===== src/rtl/tpu_pkg.sv =====
// tpu_pkg: shared weight-path constants, weight word type and feeder FSM states
package tpu_pkg;
   localparam int WEIGHT_WIDTH = 16;
   localparam int WEIGHT_PIXEL_NUM = 8;
   localparam int SRAM_DEPTH = 16;
   localparam int SRAM_ADDR_W = 6;
   typedef logic [WEIGHT_WIDTH*WEIGHT_PIXEL_NUM-1:0] w_t;
   typedef enum logic [1:0] {IDLE, FETCH, DRAIN} state_t;
endpackage


===== src/rtl/weight_skid_fifo.sv =====
// weight_skid_fifo: 2-entry buffer of {last, data} words, flushed by srst
module weight_skid_fifo
   import tpu_pkg::*;
#(
   parameter int DW = $bits(w_t)
) (
   input  logic          clk,
   input  logic          srst,
   input  logic          push,
   input  logic [DW-1:0] din,
   input  logic          last_in,
   input  logic          pop,
   output logic [1:0]    count,
   output logic [DW-1:0] head_data,
   output logic          head_last
);
   logic [DW:0] mem [2];
   logic wp, rp;
   assign {head_last, head_data} = mem[rp];
   always_ff @(posedge clk) begin
      if (srst) begin
         mem[0] <= '0;
         mem[1] <= '0;
         wp <= 1'b0;
         rp <= 1'b0;
         count <= 2'd0;
      end else begin
         if (push) mem[wp] <= {last_in, din};
         wp <= wp ^ push;
         rp <= rp ^ pop;
         count <= count + {1'b0, push} - {1'b0, pop};
      end
   end
endmodule


===== src/rtl/weight_feeder.sv =====
// weight_feeder: streams a run of weight SRAM words to the systolic array.
// Optional WEIGHT_FEEDER_STALL_CNT_EN adds a saturating downstream stall counter.
module weight_feeder
   import tpu_pkg::*;
#(
   parameter int WEIGHT_WIDTH = tpu_pkg::WEIGHT_WIDTH,
   parameter int WEIGHT_PIXEL_NUM = tpu_pkg::WEIGHT_PIXEL_NUM,
   parameter int SRAM_DEPTH = tpu_pkg::SRAM_DEPTH
) (
   input  logic                                   clk,
   input  logic                                   srst,
   input  logic                                   start,
   input  logic [5:0]                             base_addr,
   input  logic [4:0]                             len,
   output logic                                   busy,
   output logic                                   done,
   output logic                                   sram_csb,
   output logic                                   sram_wsb,
   output logic [SRAM_ADDR_W-1:0]                 sram_raddr,
   input  logic [WEIGHT_WIDTH*WEIGHT_PIXEL_NUM-1:0] sram_rdata,
   output logic                                   w_valid,
   input  logic                                   w_ready,
   output logic [WEIGHT_WIDTH*WEIGHT_PIXEL_NUM-1:0] w_data,
   output logic                                   w_last
`ifdef WEIGHT_FEEDER_STALL_CNT_EN
   ,output logic [15:0]                           stall_cnt
`endif
);
   localparam int DW = WEIGHT_WIDTH*WEIGHT_PIXEL_NUM;
   localparam int AW = $clog2(SRAM_DEPTH);
   state_t state;
   logic [AW-1:0] addr;
   logic [4:0] len_q, iss_cnt, ret_cnt;
   logic [1:0] count;
   logic pend, rd, pop;
   logic unused_base;
   assign unused_base = ^base_addr[5:AW];
   assign pop = w_valid & w_ready;
   // credit: buffered + returning - leaving must leave room for this read's data
   assign rd = state == FETCH && !srst && ({1'b0, count} + {2'b00, pend} - {2'b00, pop}) < 3'd2;
   assign sram_csb = ~rd;
   assign sram_wsb = 1'b1;
   assign sram_raddr = {{(SRAM_ADDR_W-AW){1'b0}}, addr};
   assign busy = state != IDLE;
   assign w_valid = count != 2'd0;
   weight_skid_fifo #(.DW(DW)) u_fifo (
      .clk(clk),
      .srst(srst),
      .push(pend),
      .din(sram_rdata),
      .last_in(ret_cnt == len_q - 5'd1),
      .pop(pop),
      .count(count),
      .head_data(w_data),
      .head_last(w_last)
   );
   always_ff @(posedge clk) begin
      if (srst) begin
         state <= IDLE;
         addr <= '0;
         len_q <= '0;
         iss_cnt <= '0;
         ret_cnt <= '0;
         pend <= 1'b0;
         done <= 1'b0;
      end else begin
         done <= 1'b0;
         pend <= rd;
         if (pend) ret_cnt <= ret_cnt + 5'd1;
         if (rd) begin
            addr <= addr + 1'b1;
            iss_cnt <= iss_cnt + 5'd1;
         end
         case (state)
            IDLE: if (start) begin
               if (len == 5'd0) done <= 1'b1;
               else begin
                  state <= FETCH;
                  addr <= base_addr[AW-1:0];
                  len_q <= len;
                  iss_cnt <= '0;
                  ret_cnt <= '0;
               end
            end
            FETCH: if (rd && iss_cnt + 5'd1 == len_q) state <= DRAIN;
            DRAIN: if (pop && w_last) begin
               state <= IDLE;
               done <= 1'b1;
            end
            default: state <= IDLE;
         endcase
      end
   end
`ifdef WEIGHT_FEEDER_STALL_CNT_EN
   always_ff @(posedge clk) begin
      if (srst || (!busy && start)) stall_cnt <= '0;
      else if (busy && w_valid && !w_ready && stall_cnt != 16'hFFFF) stall_cnt <= stall_cnt + 16'd1;
   end
`endif
endmodule


===== config.mk =====
export PLATFORM = sky130hd
export DESIGN_NAME = weight_feeder
export DESIGN_NICKNAME = d
export VERILOG_FILES = /design/src/rtl/tpu_pkg.sv /design/src/rtl/weight_skid_fifo.sv /design/src/rtl/weight_feeder.sv
export SDC_FILE = /design/constraint.sdc
export NUM_CORES = 1
export LEC_CHECK = 0
export ABC_AREA = 1
export CORE_UTILIZATION = 40
export DETAILED_ROUTE_END_ITERATION = 12
export PLACE_DENSITY = 0.64
export SYNTH_ARGS = -nofsm -noshare
export SYNTH_HDL_FRONTEND = slang
export SYNTH_SLANG_ARGS = --single-unit

===== constraint.sdc =====
create_clock -name clk -period 8.78 [get_ports clk]
set_input_delay 2.634 -clock clk [delete_from_list [all_inputs] [get_ports clk]]
set_output_delay 2.634 -clock clk [all_outputs]
set_load 0.005 [all_outputs]

==> metrics.txt, run 1 <==
maxcap violations=0; FF-to-FF Start=pend; area of the mapped netlist=12480 um^2; dominant cell by count in the synthesized netlist=nand2_1; Netlist cell types=31; detailed-route wire length=29730 um; P&R area growth vs syn=32.43%; Synth Warn #=0; Final Hold Viols=0; CTS Buffer Depth=3; final setup TNS=0 ps; worst path required time=6150 ps; worst-skew pair later-pin latency=550 ps; Crit Path Class=in2out; Sink Count=285; R2R cell count=3; WHS=484.3 ps; crit path time final=7725 ps; CTS tree=built; drt drc=0; RSZ-0062 raised after global routing=no; Critical R2R Capture=u_fifo.mem[1][65]; Die Span X=178.7 um; H-tree depth=1; worst slack, placed=1029 ps; Post-DP HPWL=17900 um; Lkg Pwr=0.007269 uW; top cells by count, synth=nand2_1, nor2_1, edfxtp_1, inv_1, buf_2; EDFF count, synth=258; Final period util=87.98%; Crit Path Max Fanout=8; die height=178.7 um; Crit path buffers/inverters=3; row count=64; initial drt markers=551; ANT nets after route=0; vias in the first global route=9018; initial antenna violation count=4; num ports=283; Die ar.=31920 um^2; Worst Hold End=iss_cnt[4]; Hold Crit Class=reg2reg; fin nets=1717; synth top area cells=edfxtp_1, nand2_1, nor2_1, inv_1, dfxtp_1; post-synth top area share=62.06%; initial core utilization=40.70%; largest area contributor in the netlist=edfxtp_1; register area share after synthesis=66.39%; status=finished clean; Worst Slack Setup Final=1055 ps; Mean Syn Cell Area=9.515 um^2; measured slew at the worst slew-check pin=1061 ps; hold_sp=iss_cnt[4]; CTS buffer count=31; top_reg_cell synth=edfxtp_1; Tot Pwr=3893 uW; VDD IR-drop max=0.1296 mV; Hold Crit Depth=2; Via density=4.637; core area=30670 um^2; nature of the critical path startpoint=primary input; power density over cell area=235.5 nW/um^2; largest net degree at the start of global routing=107; critical path capture point type=output pin; Finish-stage setup viols=0; Root Driver=clkbuf_16; number of synthesized register bits=285; iteration count of the initial detailed-routing pass=5; layout cells sized above 1=4.540%; routed vias=9204; Synth Instances=1312; Setup Fix Bufs, Post-CTS=0; Max-slew headroom=29.28%; crit-path max cell delay=510 ps; Critical Path AT=5090 ps; fmax=129.5 MHz; total track usage=18.38%; critical-path cell with the highest stage delay=clkdlybuf4s50_1; reg2reg setup slack=5370 ps; post-layout util=53.90%; global-route congestion overflow total=0; crit-path cells=clkdlybuf4s50_1, o21a_1, ha_1, inv_1, ha_1, fa_1, a21oi_1, nand3_2, clkdlybuf4s50_1; Post-CTS Resized=0; WL/cell=14.98 um; hold_buf cts=0; max-slew violation count=0; Port Buffers=277; Worst-path clk slew=50 ps; ys async rst share=0%; family with the most delay on the worst path=buffers and inverters; first-pass GRT wire length=45730 um; Placer Congestion=0.7677; worst clock skew=14.78 ps
logic make-up (layout without fill, tap and decap cells):
| group | count (synthesis) | after routing | synth area share [%] |
|---|---|---|---|
| adder cells (fa/ha/maj) | 7 | 7 | 0.7617 |
| AO/OA/AOI/OAI | 28 | 28 | 1.153 |
| flip-flops | 285 | 285 | 66.39 |
| AND/OR/NAND/NOR | 752 | 752 | 23.52 |
| XOR/XNOR | 13 | 13 | 0.9121 |
| buffers and inverters | 225 | 498 | 7.197 |
| other | 2 | 6 | 0.06016 |
sequential cells by signal, summed over array words and instances, names as in the netlist:
register      flops
u_fifo.rp         1
u_fifo.count      2
pend              1
ret_cnt           5
iss_cnt           5
u_fifo.wp         1
addr              4
u_fifo.mem      258
len_q             5
done              1
state             2
stage by stage:
step	area, um^2	instances
floorplan	12490	1313
global placement	15580	1930
detailed placement	15580	1930
CTS	16520	1982
global route	16530	1984
finish	16530	1985
worst reg2reg max path: cells and delay by family (launching register included):
kind | cells | cell delay [ps]
DFF | 1 | 570
and+or+nand+nor | 2 | 1920
buffers and inverters | 1 | 560
layout make-up:
type	instances	area, um^2
inverter	161	606.8
clock buffer	41	863.3
clock inverter	11	81.33
sequential	285	8292
tap	396	495.5
multi-input combinational	803	3341
fill	2805	14140
timing repair buffer	285	2845
antenna	3	7.507
where the power goes:
group | switching [uW] | internal [uW] | leakage, uW
logic | 510 | 483 | 0.00392
registers | 69.4 | 1620 | 0.00289
clock network | 506 | 710 | 0.000461
cell usage in the layout (no fill, tap or decap), types with 2 or more instances in the layout:
master | netlist | layout
clkbuf_8 | 0 | 5
o21ai_0 | 8 | 8
clkinv_1 | 0 | 6
inv_1 | 156 | 155
ha_1 | 6 | 6
buf_4 | 4 | 7
o21ai_1 | 2 | 2
xor2_1 | 7 | 7
clkinv_2 | 0 | 2
nand2_4 | 3 | 5
nand2_1 | 440 | 438
conb_1 | 2 | 3
clkbuf_1 | 27 | 5
inv_2 | 5 | 5
dfxtp_1 | 27 | 26
or2_2 | 2 | 2
nand4_1 | 6 | 6
nand3_4 | 0 | 2
nor3_1 | 3 | 3
nand3_1 | 16 | 14
a21oi_1 | 16 | 16
clkbuf_16 | 0 | 31
nand3_2 | 2 | 2
nor2_1 | 275 | 275
diode_2 | 0 | 3
xnor2_1 | 6 | 6
edfxtp_1 | 258 | 258
clkdlybuf4s50_1 | 0 | 277
layer usage:
metal  vias up  GRT usage, %  wire [um]
met2       247         31.44      14020
met4         2         6.568       1034
met3        57         3.732       1893
met1      4310         23.02      12760
li1       4588             -          -
met5         -             0         12
worst max path at each step:
stage	start	to	slack (ps)	cells after the start
2_1_floorplan	w_ready	sram_csb	2140	7
3_5_place_dp	w_ready	sram_csb	1030	9
4_1_cts	w_ready	sram_csb	1010	9
5_1_grt	w_ready	sram_csb	880	9
3_3_place_gp	w_ready	sram_csb	1060	9
6_report	w_ready	sram_csb	1060	9
(Power assumes the default switching activity.)
==> run 2, diff against run 1 <==
--- a/config.mk
+++ b/config.mk
@@ -9,6 +9,7 @@
 export CORE_UTILIZATION = 40
 export DETAILED_ROUTE_END_ITERATION = 12
 export PLACE_DENSITY = 0.64
+export SLEW_MARGIN = 25
 export SYNTH_ARGS = -nofsm -noshare
 export SYNTH_HDL_FRONTEND = slang
 export SYNTH_SLANG_ARGS = --single-unit
==> run 2 against run 1 <==
Die area did not move; fmax barely moved; final cell count rose by 0.35%; count of clock-buffer cells in the layout fell by 7; non-clock buffer count rose by 3; final area rose by 0.91%; first-iteration DRC count rose by 4.7%; worst hold slack got worse by 5.2 ps; global-route usage barely moved; highest routed layer unchanged.
==> metrics.txt, run 2 (synthesized netlist as in run 1, its figures left out) <==
Top reg by flops=u_fifo.mem; first-pass GRT wire length=45840 um (+0.23%); num ports=283 (unchanged); CTS buffer count=31 (unchanged); detailed-route wire length=29760 um (about the same); core area=30670 um^2 (unchanged); vias in the first global route=8949 (-0.77%); most common cell after layout, fill and taps aside=nand2_1; most frequent cells in the layout=nand2_1, clkdlybuf4s50_1, nor2_1; FF-to-FF Start=pend; Top Layer Used=met5; met3 wire len=2134 um (+13%); Root Driver=clkbuf_16; Max-slew headroom=36.90% (+7.6 points); die height=178.7 um (unchanged); final non-filler cell area=16680 um^2 (+0.91%); Tot Pwr=3999 uW (+2.7%); Logic pwr share=24.9% (-0.6 points); VDD IR-drop max=0.1294 mV (-0.23%); crit-path cells=clkdlybuf4s50_1, o21a_1, ha_1, inv_1, ha_1, fa_1, a21oi_1, nand3_2, clkdlybuf4s50_1; Finish-stage setup viols=0 (unchanged); Area after DPL=15620 um^2 (+0.26%); nature of the critical path startpoint=primary input; met2 WL post-DR=14290 um (+1.9%); M1 wire length=12450 um (-2.5%); Hold Crit Depth=2 (unchanged); Clock power frac=32.9% (+1.7 points); Critical R2R Capture=u_fifo.mem[1][65]; WL/cell=14.94 um (-0.25%); crit path time final=7718 ps (-6.850 ps); layout cells sized above 1=5.395% (+0.86 points); worst path required time=6150 ps (about the same); Die ar.=31920 um^2 (unchanged); P&R area growth vs syn=33.64%; Post-DP HPWL=18150 um (+1.4%); switching power=1108 uW (+2.1%); critical path capture point type=output pin; reg2reg setup slack=6100 ps (+730 ps); CTS tree=built; max-slew violation count=0 (unchanged); Hold Crit Class=reg2reg; Worst Hold End=iss_cnt[4]; Placer Congestion=0.7677 (unchanged); CTS Buffer Depth=3 (unchanged); Reg power frac=42.1% (-1.2 points); global-route congestion overflow total=0 (unchanged); R2R cell count=3 (unchanged); fin nets=1720 (+0.17%); RSZ-0062 raised after global routing=no; Crit Path Class=in2out; H-tree depth=1 (unchanged); largest net degree at the start of global routing=107 (unchanged); measured slew at the worst slew-check pin=946.5 ps (-114.2 ps); fmax=129.6 MHz (about the same); Final Hold Viols=0 (unchanged); initial drt markers=577 (+4.7%); status=finished clean; ANT nets after route=0 (unchanged); Pint=2891 uW (+2.9%); crit-path max cell delay=510 ps (about the same); Sink Count=285 (unchanged); initial core utilization=40.70% (unchanged); max reg flops=258 (unchanged); Post-CTS Resized=0 (unchanged); total track usage=18.34% (-0.048 points); worst-skew pair later-pin latency=550 ps (about the same); Setup Fix Bufs, Post-CTS=0 (unchanged); initial antenna violation count=5 (+1); Worst-path clk slew=60 ps (about the same); sw frac=27.70% (-0.16 points); Crit path buffers/inverters=3 (unchanged); hold_sp=iss_cnt[4]; Final period util=87.90% (about the same); worst clock skew=9.487 ps (-5.289 ps); final setup TNS=0 ps (unchanged); Crit Path Max Fanout=8 (unchanged); drt drc=0 (unchanged); power density over cell area=239.7 nW/um^2 (+1.8%); Lkg Pwr=0.007357 uW (+1.2%); Via density=4.658 (+0.46%); maxcap violations=0 (unchanged); Critical Path AT=5080 ps (about the same); row count=64 (unchanged); Port Buffers=277 (unchanged); family with the most delay on the worst path=buffers and inverters; routed vias=9279 (+0.81%); critical-path cell with the highest stage delay=clkdlybuf4s50_1; iteration count of the initial detailed-routing pass=6 (+1); Die Span X=178.7 um (unchanged); hold_buf cts=0 (unchanged)
run 2: metal layers:
metal / GRT usage, % / vias to the layer above
met5: 0 / -
met4: 6.144 / 4
met3: 3.880 / 54
met2: 31.09 / 297
met1: 23.25 / 4324
li1: - / 4600
run 2: tightest hold or removal path: cells and delay by family (launching register included):
| kind | cells | cell delay (ps) |
|---|---|---|
| and+or+nand+nor | 1 | 60 |
| AOI/OAI and AO/OA | 1 | 50 |
| DFF | 1 | 320 |
run 2: worst max-delay path by stage:
stage / startpoint / to / cells after the start / slack (ps)
after floorplan: w_ready / sram_csb / 7 / 2140
after global placement: w_ready / sram_csb / 9 / 1060
after detailed placement: w_ready / sram_csb / 9 / 1030
after CTS: w_ready / sram_csb / 9 / 1030
after global routing: w_ready / sram_csb / 9 / 870
final: w_ready / sram_csb / 9 / 1060
run 2: metrics by stage:
step                      std cells  hold WS (ps)  worst slack (ps)  utilization, %
final                          1992         479.2              1062           54.39
after global routing           1992         532.2             866.4           54.39
after CTS                      1989         482.5              1026           54.29
after detailed placement       1932         472.5              1029           50.93
after global placement         1930         467.1              1058           50.80
after floorplan                1313         450.9              2140               -
run 2: power by group through the flow:
stage	combinational (uW)	sequential, uW	clock, uW
finish	997	1680	1320
global route	1110	1700	1400
CTS	1020	1690	1350
detailed placement	1010	1720	0
global placement	1000	1710	0
floorplan	467	1680	0
run 2: area by class of cell:
| type | count | area (um^2) |
|---|---|---|
| multi-input combinational | 803 | 3341 |
| tap | 396 | 495.5 |
| fill | 2756 | 13990 |
| inverter | 161 | 606.8 |
| sequential | 285 | 8292 |
| clock inverter | 23 | 242.7 |
| clock buffer | 34 | 787.0 |
| antenna | 2 | 5.005 |
| timing repair buffer | 288 | 2913 |
